==> src/rtl/rfg_axis_protocol_fifo_arbiter_if.sv <==
// Requester streams and the FIFO write port bundled as one interface.
// The arbiter uses the slave modport; the environment uses master.
interface rfg_axis_protocol_fifo_arbiter_if #(
  parameter int NREQ = 2
) ();
  logic [NREQ-1:0]   req_tvalid;
  logic [NREQ-1:0]   req_tready;
  logic [8*NREQ-1:0] req_tdata;
  logic [NREQ-1:0]   req_tlast;
  logic              fifo_write;
  logic [7:0]        fifo_write_value;
  logic              fifo_full;

  // Arbiter side: consumes requester streams, drives the FIFO write port.
  modport slave (
    input  req_tvalid,
    input  req_tdata,
    input  req_tlast,
    input  fifo_full,
    output req_tready,
    output fifo_write,
    output fifo_write_value
  );

  // Environment side: sources the streams, models the FIFO.
  modport master (
    output req_tvalid,
    output req_tdata,
    output req_tlast,
    output fifo_full,
    input  req_tready,
    input  fifo_write,
    input  fifo_write_value
  );
endinterface

==> src/rtl/rfg_axis_protocol_fifo_arbiter.sv <==
// Packet-granular round-robin arbiter that multiplexes NREQ byte streams
// onto one FIFO write port, prefixing every packet with a source header
// byte {HDR_TAG, 1'b0, idx} so the reader can demultiplex.
module rfg_axis_protocol_fifo_arbiter #(
  parameter int         NREQ    = 2,
  parameter logic [3:0] HDR_TAG = 4'hA
) (
  input  logic                                  clk,
  input  logic                                  res,
  input  logic                                  enable,
  rfg_axis_protocol_fifo_arbiter_if.slave       bus,
  output logic [NREQ-1:0]                       grant,
  output logic                                  busy,
  output logic [15:0]                           pkt_count
);

  typedef enum logic [1:0] {
    IDLE   = 2'd0,
    HEADER = 2'd1,
    DATA   = 2'd2
  } state_t;

  state_t          state_q;
  logic [NREQ-1:0] grant_q;
  logic [2:0]      idx_q;
  logic [2:0]      last_q;
  logic            busy_q;
  logic [15:0]     pkt_count_q;

  // Requester vectors widened to the 8-requester maximum so a 3-bit index
  // selects them directly for any NREQ.
  logic [7:0]  vld8;
  logic [7:0]  last8;
  logic [63:0] data8;
  logic [7:0]  rdy8;

  assign vld8  = 8'(bus.req_tvalid);
  assign last8 = 8'(bus.req_tlast);
  assign data8 = 64'(bus.req_tdata);

  logic            found_d;
  logic [2:0]      pick_d;
  logic [NREQ-1:0] grant_d;
  logic            xfer_d;

  // Round-robin search starting just after the previous owner.
  always_comb begin
    logic [3:0] s;
    found_d = 1'b0;
    pick_d  = last_q;
    s       = 4'd0;
    for (int k = 1; k <= NREQ; k++) begin
      s = {1'b0, last_q} + 4'(k);
      if (s >= 4'(NREQ)) s = s - 4'(NREQ);
      if (!found_d && vld8[s[2:0]]) begin
        found_d = 1'b1;
        pick_d  = s[2:0];
      end
    end
    grant_d = NREQ'(8'b1 << pick_d);
  end

  // A data byte moves only when the owner is valid and the FIFO has room.
  assign xfer_d = (state_q == DATA) && vld8[idx_q] && !bus.fifo_full;

  // Control FSM: grant on packet start, header, then data until tlast.
  always_ff @(posedge clk or posedge res) begin
    if (res) begin
      state_q     <= IDLE;
      grant_q     <= '0;
      idx_q       <= 3'd0;
      last_q      <= 3'(NREQ - 1);
      busy_q      <= 1'b0;
      pkt_count_q <= 16'd0;
    end else begin
      case (state_q)
        IDLE: begin
          if (enable && found_d) begin
            grant_q <= grant_d;
            idx_q   <= pick_d;
            last_q  <= pick_d;
            busy_q  <= 1'b1;
            state_q <= HEADER;
          end
        end
        HEADER: begin
          if (!bus.fifo_full) state_q <= DATA;
        end
        DATA: begin
          if (xfer_d && last8[idx_q]) begin
            grant_q     <= '0;
            busy_q      <= 1'b0;
            pkt_count_q <= pkt_count_q + 16'd1;
            state_q     <= IDLE;
          end
        end
        default: begin
          grant_q <= '0;
          busy_q  <= 1'b0;
          state_q <= IDLE;
        end
      endcase
    end
  end

  // FIFO write port and requester ready, decoded from the current state.
  always_comb begin
    bus.fifo_write       = 1'b0;
    bus.fifo_write_value = 8'h00;
    rdy8                 = 8'h00;
    case (state_q)
      HEADER: begin
        bus.fifo_write = !bus.fifo_full;
        if (!bus.fifo_full) bus.fifo_write_value = {HDR_TAG, 1'b0, idx_q};
      end
      DATA: begin
        rdy8[idx_q]    = !bus.fifo_full;
        bus.fifo_write = xfer_d;
        if (xfer_d) bus.fifo_write_value = data8[{idx_q, 3'b000} +: 8];
      end
      default: begin
        bus.fifo_write = 1'b0;
      end
    endcase
  end

  assign bus.req_tready = rdy8[NREQ-1:0];
  assign grant          = grant_q;
  assign busy           = busy_q;
  assign pkt_count      = pkt_count_q;

endmodule

==> src/flat_wrapper.sv <==
// flat-port wrapper written by rule: the top's interface ports become plain ports
module rfg_axis_protocol_fifo_arbiter_flat 
#(
  parameter int         NREQ    = 2,
  parameter logic [3:0] HDR_TAG = 4'hA
)
  (clk, res, enable, grant, busy, pkt_count, bus_req_tvalid, bus_req_tdata, bus_req_tlast, bus_fifo_full, bus_req_tready, bus_fifo_write, bus_fifo_write_value);
  rfg_axis_protocol_fifo_arbiter_if #(.NREQ(NREQ)) bus_i ();
  input  logic clk;
  input  logic res;
  input  logic enable;
  output logic [NREQ-1:0] grant;
  output logic busy;
  output logic [15:0] pkt_count;
  input wire logic [$bits(bus_i.req_tvalid)-1:0] bus_req_tvalid;
  input wire logic [$bits(bus_i.req_tdata)-1:0] bus_req_tdata;
  input wire logic [$bits(bus_i.req_tlast)-1:0] bus_req_tlast;
  input wire logic [$bits(bus_i.fifo_full)-1:0] bus_fifo_full;
  output wire logic [$bits(bus_i.req_tready)-1:0] bus_req_tready;
  output wire logic [$bits(bus_i.fifo_write)-1:0] bus_fifo_write;
  output wire logic [$bits(bus_i.fifo_write_value)-1:0] bus_fifo_write_value;
  assign bus_i.req_tvalid = bus_req_tvalid;
  assign bus_i.req_tdata = bus_req_tdata;
  assign bus_i.req_tlast = bus_req_tlast;
  assign bus_i.fifo_full = bus_fifo_full;
  assign bus_req_tready = bus_i.req_tready;
  assign bus_fifo_write = bus_i.fifo_write;
  assign bus_fifo_write_value = bus_i.fifo_write_value;
  rfg_axis_protocol_fifo_arbiter #(.NREQ(NREQ), .HDR_TAG(HDR_TAG)) u_core (.clk(clk), .res(res), .enable(enable), .bus(bus_i), .grant(grant), .busy(busy), .pkt_count(pkt_count));
endmodule
==> config.mk <==
export PLATFORM = sky130hd
export DESIGN_NAME = rfg_axis_protocol_fifo_arbiter_flat
export DESIGN_NICKNAME = d
export VERILOG_FILES = /design/src/rtl/rfg_axis_protocol_fifo_arbiter_if.sv /design/src/rtl/rfg_axis_protocol_fifo_arbiter.sv /design/src/flat_wrapper.sv
export SDC_FILE = /design/constraint.sdc
export NUM_CORES = 1
export LEC_CHECK = 0
export CORE_ASPECT_RATIO = 1.5
export CORE_MARGIN = 2
export CORE_UTILIZATION = 48
export DETAILED_ROUTE_END_ITERATION = 10
export PLACE_DENSITY = 0.84
export SLEW_MARGIN = 20
export SYNTH_ARGS = -nofsm -noshare
export SYNTH_HDL_FRONTEND = slang
export SYNTH_SLANG_ARGS = --single-unit
==> constraint.sdc <==
create_clock -name clk -period 5.3 [get_ports clk]
set_input_delay 1.06 -clock clk [delete_from_list [all_inputs] [get_ports clk]]
set_output_delay 1.06 -clock clk [all_outputs]
set_load 0.02 [all_outputs]
Word-level counts from Yosys, hierarchy flattened
Index checks and enable logic that the tools add are counted.
{"block": "word_totals", "in_bits": 24, "word_cells": 69, "reg_bits": 27, "output_inout_bits": 30}
{"block": "classes", "add_sub_neg": 5, "bitwise": 2, "n_reduce_logical": 13, "mux": 30, "shifts": 2, "n_eq_ne": 5, "order_cmp": 6}
{"op": "indexed part select 64 x 7 -> 8 bit", "n": 1}
{"op": "adder 16 x 1 -> 16 bit (second input constant)", "n": 1}
{"op": "2-to-1 mux 8 bit", "n": 2}
{"op": "case mux 8 bit (2 select lines)", "n": 1}
{"op": "binary-select mux 1 bit (select 3 bit)", "n": 4}
{"op": "less-than comparator 3 x 4 -> 1 bit (second input constant)", "n": 3}
{"op": "2-to-1 mux 3 bit", "n": 4}
{"op": "case mux 2 bit (3 select lines)", "n": 2}
{"op": "2-to-1 mux 2 bit", "n": 5}
{"op": "2-to-1 mux 1 bit", "n": 9}
{"op": "greater-or-equal comparator 4 x 2 -> 1 bit (second input constant)", "n": 2}
{"op": "logical AND 1 bit", "n": 6}
{"op": "AND reduction 3 bit", "n": 2}
{"op": "subtractor 3 x 2 -> 3 bit (second input constant)", "n": 2}
{"op": "adder 3 x 1 -> 4 bit (second input constant)", "n": 1}
{"op": "adder 3 x 2 -> 4 bit (second input constant)", "n": 1}
{"op": "inequality test 2 bit (second input constant)", "n": 2}
{"op": "AND reduction 2 bit", "n": 2}
{"op": "demux 1 bit (select 3 bit)", "n": 1}
{"op": "greater-or-equal comparator 3 x 1 -> 1 bit (second input constant)", "n": 1}
{"op": "case mux 1 bit (3 select lines)", "n": 1}
{"op": "left shift 1 x 3 -> 2 bit (first input constant)", "n": 1}
{"op": "bitwise AND 2 bit", "n": 1}
{"op": "== test 2 x 1 -> 1 bit (second input constant)", "n": 1}
{"op": "6 further kinds", "n": 7}

Logic depth before layout (Yosys ltp)
Gate-level depths: netlist of run 1.
{"block": "depth", "word_depth": 12, "mapped_depth": 7, "mapped_depth_nobuf": 7}

Worst setup path after synthesis of run 1
No wires, ideal clock.
{"block": "synth_timing", "path_kind": "input to output", "startpoint": "input bus_fifo_full", "endpoint": "output bus_fifo_write_value[5]", "required_time_ns": 4.240, "setup_slack_ns": 2.029, "cell_stages": 3, "arrival_time_ns": 2.211, "n_path_buf": 0, "cell_sequence": "nor4b_4 -> nand3_1 -> o21ai_0"}
{"block": "synth_via", "elab_chain_cells": 4}
{"item": "from (decl)", "line_no": "flat_wrapper.sv:18", "rtl": "input wire logic [$bits(bus_i.fifo_full)-1:0] bus_fifo_full;"}
{"item": "zero test 1 bit", "line_no": "rfg_axis_protocol_fifo_arbiter.sv:64", "rtl": "assign xfer_d = (state_q == DATA) && vld8[idx_q] && !bus.fifo_full;"}
{"item": "logical AND 1 bit", "line_no": "rfg_axis_protocol_fifo_arbiter.sv:64"}
{"item": "2-to-1 mux 8 bit", "line_no": "rfg_axis_protocol_fifo_arbiter.sv:119", "rtl": "if (xfer_d) bus.fifo_write_value = data8[{idx_q, 3'b000} +: 8];"}
{"item": "case mux 8 bit (2 select lines) (*)", "line_no": "rfg_axis_protocol_fifo_arbiter.sv:111", "rtl": "case (state_q)"}
{"item": "to (decl)", "line_no": "flat_wrapper.sv:21", "rtl": "output wire logic [$bits(bus_i.fifo_write_value)-1:0] bus_fifo_write_value;"}
Every way passes the cells marked *; elsewhere a longest branch is shown, timed or not.

Worst setup path after layout of run 1
{"block": "layout_timing", "startpoint": "input bus_fifo_full", "endpoint": "output bus_fifo_write_value[0]"}
Same word-level chain as after synthesis.

==> flow_summary_export.csv, run 1 <==
group,metric,value,unit
clocking,clkTransAtPathRegs,0.08,ns
timing,fmaxAchievable,0.227,GHz
clocking,numCtsBuffers,3,
floorplan,initial_core_util,49.7,%
clocking,post-cts-setup-buffers,0,
placement,gp_routability_congestion,0.912,
clocking,cts_htree_levels,1,
clocking,max-clock-path-buffers,2,
power_and_ir_drop,power_density,347,mW/mm2
logic_synthesis,seq_area_frac_synth,40.3,%
floorplan,io_pins,54,
timing,maxSlewViolCount,0,
placement,placement.cell_area,0.00212,mm2
floorplan,fp.coreArea,0.00313,mm2
final_layout,design.final.nets,242,
critical_path,timing.critical_path.from_type,"primary input",
power_and_ir_drop,leakage_power_figure,0.954,nW
final_layout,fin_cells,247,
placement,placed_cells,243,
logic_synthesis,synthesis.area_per_instance,10.2,um2
logic_synthesis,yosys.cell_types.count,40,
worst_hold_path,destination_of_the_worst_hold_path,"u_core.pkt_count[15]$_DFFE_PP0P_",
worst_hold_path,min-delay-start,"u_core.pkt_count[15]$_DFFE_PP0P_",
drt,antenna_left,0,
grt,antenna_found_initial,0,
critical_path,r2r_end,"u_core.grant[0]$_DFFE_PP0P_",
critical_path,cp.required,4.24,ns
logic_synthesis,synth_fp_nets,187,
worst_hold_path,worstHoldPathType,"reg -> reg",
logic_synthesis,most_area_hungry_cell_type_in_the_yosys_netlist,"sky130_fd_sc_hd__dfrtp_1",
timing,hold_slack,0.477,ns
timing,worst_slack,0.901,ns
drt,wl_per_cell,15.3,um
floorplan,fp-row-count,25,
critical_path,critical_path_arrival,3.34,ns
logic_synthesis,synthArstFlopShare,100,%
grt,grt_pass1_wl,6.33,mm
power_and_ir_drop,post_layout_total_power,0.753,mW
logic_synthesis,synth_top_flop_cell,"sky130_fd_sc_hd__dfrtp_1",
critical_path,r2r_setup_slack,3.01,ns
critical_path,max_stage_delay,0.62,ns
critical_path,critical_path.reg2reg.startpoint,"u_core.last_q[1]$_DFFE_PP0P_",
final_layout,final_cell_area,0.00217,mm2
grt,gr_usage_total,21.8,%
final_layout,final_layout_size_suffix_gt1_share,6.28,%
drt,detail_route.drc_violations,0,
logic_synthesis,synth_instances,153,
clocking,clock-sinks,25,
logic_synthesis,postSynthRegisterBits,25,
timing,timing.clock.skew,0.00476,ns
critical_path,cp_slowest_cell,"sky130_fd_sc_hd__clkdlybuf4s50_1",
clocking,cts_tree,"done",
logic_synthesis,leading_cell_type_by_number_of_instances_after_synthesis,"sky130_fd_sc_hd__dfrtp_1",
placement,placement.setup.worst_slack,0.882,ns
timing,worstMarginPinSlew,0.927,ns
clocking,post_cts_hold_buffer_count,0,
logic_synthesis,yosys-top-cells-count,"24 x sky130_fd_sc_hd__dfrtp_1, 16 x sky130_fd_sc_hd__xnor2_1, 13 x sky130_fd_sc_hd__nand2_1, 10 x sky130_fd_sc_hd__ha_1, 10 x sky130_fd_sc_hd__inv_1",
timing,finalHoldViolations,0,
critical_path,timing.critical_path.to_type,"output port",
final_layout,nFillCells,269,
power_and_ir_drop,largest_vdd_supply_drop,0.196,mV
timing,timing.final.crit_share,83.0,%
timing,slew_headroom,38.2,%
grt,globalRoute.totalOverflow,0,
drt,via_count,1406,
logic_synthesis,top_area_cell_type_share_of_the_netlist_area,38.6,%
critical_path,critical_path_class,"in -> out",
worst_hold_path,whs_path_depth,1,
critical_path,timing.reg2reg.worst_path_depth,7,
clocking,worst_skew_pair.late_latency,0.27,ns
timing,min_period,4.40,ns
job,number_of_max_cap_violations,0,
floorplan,die_w,50.5,um
drt,drt_first_iter_violations,21,
final_layout,final_core_util,69.3,%
timing,final-setup-viol-count,0,
logic_synthesis,synth.cell_area,0.00156,mm2
logic_synthesis,synth.area.top_cells,"sky130_fd_sc_hd__dfrtp_1 39%, sky130_fd_sc_hd__xnor2_1 9.0%, sky130_fd_sc_hd__ha_1 8.0%",
logic_synthesis,synth.yosys.warnings,0,
clocking,postcts_resize_cnt,0,
drt,drt_pass1_iterations,4,
timing,setup-tns-final,0,ns
placement,dp_hpwl,3.04,mm
timing,unrepaired_setup_endpoints_after_global_routing,"no",
grt,grt_start_max_net_pins,26,
outcome,run_status,"finished, final reports clean",
logic_synthesis,count_of_flip_flops_with_a_built_in_enable_after_synthesis,0,
critical_path,crit_path_cell_trace,"clkdlybuf4s50_1 -> nor4b_4 -> nand3_1 -> o21ai_0 -> nand2_1 -> o21ai_0 -> clkdlybuf4s50_1",
floorplan,die_area,0.00372,mm2
clocking,cts_root_buf,"sky130_fd_sc_hd__clkbuf_8",
grt,grt_pass1_vias,1413,
final_layout,syn_to_final_growth,39.4,%
drt,wl,3.79,mm
floorplan,floorplan.die.height,73.7,um
drt,drt-vias-per-instance,5.69,
final_layout,num_antenna_cells,0,
placement,portBuffers,53,
critical_path,worstPathMaxFanout,9,
state kept, by name, indices dropped and copies added (netlist names):
name              count
u_core.pkt_count     16
u_core.last_q         3
u_core.grant          2
u_core.state_q        2
u_core.busy           1
u_core.idx_q          1
worst max path at each step:
stage | depth (start not counted) | to | slack (ns) | start
3_5_place_dp | 7 | bus_fifo_write_value[0] | 0.88 | bus_fifo_full
5_1_grt | 7 | bus_fifo_write_value[0] | 0.76 | bus_fifo_full
4_1_cts | 7 | bus_fifo_write_value[0] | 0.89 | bus_fifo_full
2_1_floorplan | 3 | bus_fifo_write_value[5] | 2.03 | bus_fifo_full
3_3_place_gp | 7 | bus_fifo_write_value[0] | 0.98 | bus_fifo_full
6_report | 7 | bus_fifo_write_value[0] | 0.90 | bus_fifo_full
placed cells by master (no fill, tap or decap), types with 4 or more instances in the layout:
| master | Yosys | final |
|---|---|---|
| sky130_fd_sc_hd__clkdlybuf4s50_1 | 0 | 53 |
| sky130_fd_sc_hd__mux2i_1 | 8 | 8 |
| sky130_fd_sc_hd__nand4_1 | 6 | 6 |
| sky130_fd_sc_hd__ha_1 | 10 | 10 |
| sky130_fd_sc_hd__inv_1 | 10 | 10 |
| sky130_fd_sc_hd__nor2_1 | 7 | 7 |
| sky130_fd_sc_hd__and3_1 | 5 | 5 |
| sky130_fd_sc_hd__nand2_1 | 13 | 13 |
| sky130_fd_sc_hd__nand3_1 | 8 | 8 |
| sky130_fd_sc_hd__a21oi_1 | 8 | 8 |
| sky130_fd_sc_hd__dfrtp_1 | 24 | 24 |
| sky130_fd_sc_hd__o21ai_0 | 4 | 4 |
| sky130_fd_sc_hd__xnor2_1 | 16 | 16 |
logic make-up (layout without fill, tap and decap cells):
| logic type | count (synthesis) | in the layout | synth area share (%) |
|---|---|---|---|
| AO/OA/AOI/OAI | 27 | 27 | 11.7 |
| XOR/XNOR | 17 | 17 | 9.57 |
| adder cells (fa/ha/maj) | 10 | 10 | 8.05 |
| buffers and inverters | 13 | 67 | 3.22 |
| flip-flops | 25 | 25 | 40.3 |
| multiplexers | 10 | 10 | 6.60 |
| AND/OR/NAND/NOR | 51 | 51 | 20.6 |
layout make-up:
type                       instances  area (um2)  share of cell area [%]
multi-input combinational        115         878                    40.5
sequential                        25         627                    28.9
timing repair buffer              53         531                    24.5
tap                               40        50.0                    2.31
clock buffer                       4        45.0                    2.08
inverter                          10        37.5                    1.73
report_power, final:
part           switching (mW)  internal, mW  total (mW)
sequential             0.0512         0.226       0.278
combinational           0.195         0.171       0.365
clock                  0.0561        0.0537       0.110
total                   0.302         0.451       0.753
per-layer routing:
metal | wire (um) | track usage [%] | share of wire (%)
met5 | 0 | 0 | 0
met4 | 70 | 9.31 | 1.8
met1 | 1450 | 24.8 | 38
met2 | 2010 | 40.2 | 53
met3 | 257 | 3.05 | 6.8
worst max-delay path: cells and delay by family:
family | cells | cell delay, ns
buf+inv | 2 | 1.14
simple gates | 3 | 0.79
compound gates | 2 | 0.34
(Power assumes the default switching activity.)
==> inputs of run 2 (changes only) <==
--- a/config.mk
+++ b/config.mk
@@ -7,9 +7,9 @@
 export LEC_CHECK = 0
 export CORE_ASPECT_RATIO = 1.5
 export CORE_MARGIN = 2
-export CORE_UTILIZATION = 48
+export CORE_UTILIZATION = 41
 export DETAILED_ROUTE_END_ITERATION = 10
-export PLACE_DENSITY = 0.84
+export PLACE_DENSITY = 0.77
 export SLEW_MARGIN = 20
 export SYNTH_ARGS = -nofsm -noshare
 export SYNTH_HDL_FRONTEND = slang
==> constraint.sdc (replaced) <==
create_clock -name clk -period 3.9 [get_ports clk]
set_input_delay 0.78 -clock clk [delete_from_list [all_inputs] [get_ports clk]]
set_output_delay 0.78 -clock clk [all_outputs]
set_load 0.02 [all_outputs]
==> flow_summary_export.csv, run 2 (synthesis results as in run 1) <==
group,metric,value,unit
outcome,run_status,"finished, final reports clean",
power_and_ir_drop,cellInternalPower,0.620,mW
timing,worst_slack,0.426,ns
timing,unrepaired_setup_endpoints_after_global_routing,"no",
grt,globalRoute.totalOverflow,0,
clocking,post-cts-setup-buffers,0,
critical_path,critical_path_arrival,2.69,ns
clocking,clock-sinks,25,
worst_hold_path,worstHoldPathType,"reg -> reg",
drt,wl,3.52,mm
final_layout,max_ffs_per_register,16,
final_layout,layout.cells.most_common,"sky130_fd_sc_hd__clkdlybuf4s50_1",
timing,timing.clock.skew,0.00171,ns
timing,fmaxAchievable,0.288,GHz
final_layout,design.final.nets,245,
floorplan,io_pins,54,
drt,drt_pass1_iterations,4,
final_layout,final_cell_mix,"53 x sky130_fd_sc_hd__clkdlybuf4s50_1, 24 x sky130_fd_sc_hd__dfrtp_1, 16 x sky130_fd_sc_hd__xnor2_1",
grt,grt_start_max_net_pins,26,
clocking,cts_root_buf,"sky130_fd_sc_hd__clkbuf_8",
floorplan,fp-row-count,27,
power_and_ir_drop,total_net_switching_power,0.404,mW
power_and_ir_drop,p_sw_share,39.5,%
placement,placement.setup.worst_slack,0.427,ns
critical_path,timing.critical_path.to_type,"output port",
grt,grt_pass1_wl,5.53,mm
grt,gr_usage_total,17.4,%
timing,finalHoldViolations,0,
power_and_ir_drop,share_clk_of_total_power,14.7,%
power_and_ir_drop,leakage_power_figure,0.971,nW
grt,antenna_found_initial,0,
clocking,max-clock-path-buffers,2,
final_layout,final_layout_size_suffix_gt1_share,8.10,%
drt,drt_first_iter_violations,25,
timing,maxSlewViolCount,0,
drt,detail_route.drc_violations,0,
drt,wl_per_cell,13.9,um
clocking,postcts_resize_cnt,0,
timing,min_period,3.47,ns
final_layout,nFillCells,316,
timing,final-setup-viol-count,0,
drt,antenna_left,0,
power_and_ir_drop,largest_vdd_supply_drop,0.355,mV
placement,dp_hpwl,2.78,mm
clocking,numCtsBuffers,3,
grt,grt_pass1_vias,1247,
floorplan,die_area,0.00431,mm2
timing,setup-tns-final,0,ns
timing,slew_headroom,40.3,%
critical_path,cp.required,3.12,ns
floorplan,die_w,54.3,um
power_and_ir_drop,power_density,466,mW/mm2
timing,worstMarginPinSlew,0.894,ns
critical_path,worstPathMaxFanout,7,
final_layout,syn_to_final_growth,41.2,%
clocking,cts_tree,"done",
critical_path,critical_path_class,"in -> out",
floorplan,fp.coreArea,0.00365,mm2
power_and_ir_drop,combinationalPowerShare,50.6,%
drt,drt-vias-per-instance,5.30,
floorplan,initial_core_util,42.6,%
clocking,clkTransAtPathRegs,0.08,ns
placement,portBuffers,53,
drt,via_count,1341,
timing,timing.final.crit_share,89.1,%
clocking,worst_skew_pair.late_latency,0.27,ns
critical_path,timing.critical_path.from_type,"primary input",
clocking,cts_htree_levels,1,
clocking,post_cts_hold_buffer_count,0,
job,number_of_max_cap_violations,0,
floorplan,floorplan.die.height,79.4,um
power_and_ir_drop,power.share.sequential,34.7,%
placement,gp_routability_congestion,0.827,
final_layout,num_antenna_cells,0,
run 2: changes by cell type in the layout (fill, tap and decap cells not counted):
cell	before	now
sky130_fd_sc_hd__buf_4	0	3
sky130_fd_sc_hd__clkinv_2	0	1
sky130_fd_sc_hd__clkbuf_1	1	0
run 2: path summary, 6_finish.rpt:
| path | slack (ns) | cells past startpoint | to | from |
|---|---|---|---|---|
| worst max-delay path | 0.43 | 6 | bus_fifo_write_value[7] | bus_fifo_full |
| worst min-delay path | 0.48 | 1 | u_core.pkt_count[15]$_DFFE_PP0P_ | u_core.pkt_count[15]$_DFFE_PP0P_ |
| worst max register to register | 1.61 | 7 | u_core.grant[0]$_DFFE_PP0P_ | u_core.last_q[1]$_DFFE_PP0P_ |
| worst min register to register | 0.48 | 1 | u_core.pkt_count[15]$_DFFE_PP0P_ | u_core.pkt_count[15]$_DFFE_PP0P_ |
| max in group asynchronous | 2.36 | 2 | u_core.pkt_count[3]$_DFFE_PP0P_ | res |
| min in group asynchronous | 1.00 | 2 | u_core.pkt_count[15]$_DFFE_PP0P_ | res |
run 2: layer usage:
layer  track usage [%]  wire (um)  vias up
met3              2.81        294       12
met5                 0          0        -
met2              28.7       1690       55
li1                  -          -      653
met1              20.4       1400      621
met4              10.5        136        0
run 2: area by class of cell:
type	count	area (um2)	area share, %
repair buffers	56	553	25.2
multi-input cells	115	878	40.0
clock inverters	1	5.00	0.228
clock buffers	3	41.3	1.88
inverters	10	37.5	1.71
well taps	43	53.8	2.45
flip-flops and latches	25	627	28.5
run 2: worst max-delay path, stage by stage:
cell and delay (ns):
sky130_fd_sc_hd__clkdlybuf4s50_1 0.53, sky130_fd_sc_hd__nor4b_4 0.28, sky130_fd_sc_hd__nand3_1 0.15, sky130_fd_sc_hd__buf_4 0.18, sky130_fd_sc_hd__o21ai_0 0.15, sky130_fd_sc_hd__clkdlybuf4s50_1 0.62
run 2: metrics by stage:
| step | area, um2 | instances | hold WS (ns) | power (mW) | util (%) |
|---|---|---|---|---|---|
| after detailed placement | 2150 | 249 | 0.465 | 0.879 | 58.9 |
| after global routing | 2200 | 253 | 0.488 | 1.10 | 60.2 |
| after floorplan | 1560 | 153 | 0.490 | 0.697 | - |
| after global placement | 2150 | 249 | 0.460 | 0.874 | 58.9 |
| after CTS | 2200 | 253 | 0.479 | 1.03 | 60.2 |
| final | 2200 | 253 | 0.476 | 1.02 | 60.2 |
run 2: power by group through the flow:
stage / logic, mW / registers [mW] / clock network, mW
2_1_floorplan: 0.319 / 0.378 / 0
3_3_place_gp: 0.516 / 0.358 / 0
3_5_place_dp: 0.519 / 0.360 / 0
4_1_cts: 0.521 / 0.355 / 0.155
5_1_grt: 0.571 / 0.362 / 0.168
6_report: 0.518 / 0.355 / 0.150
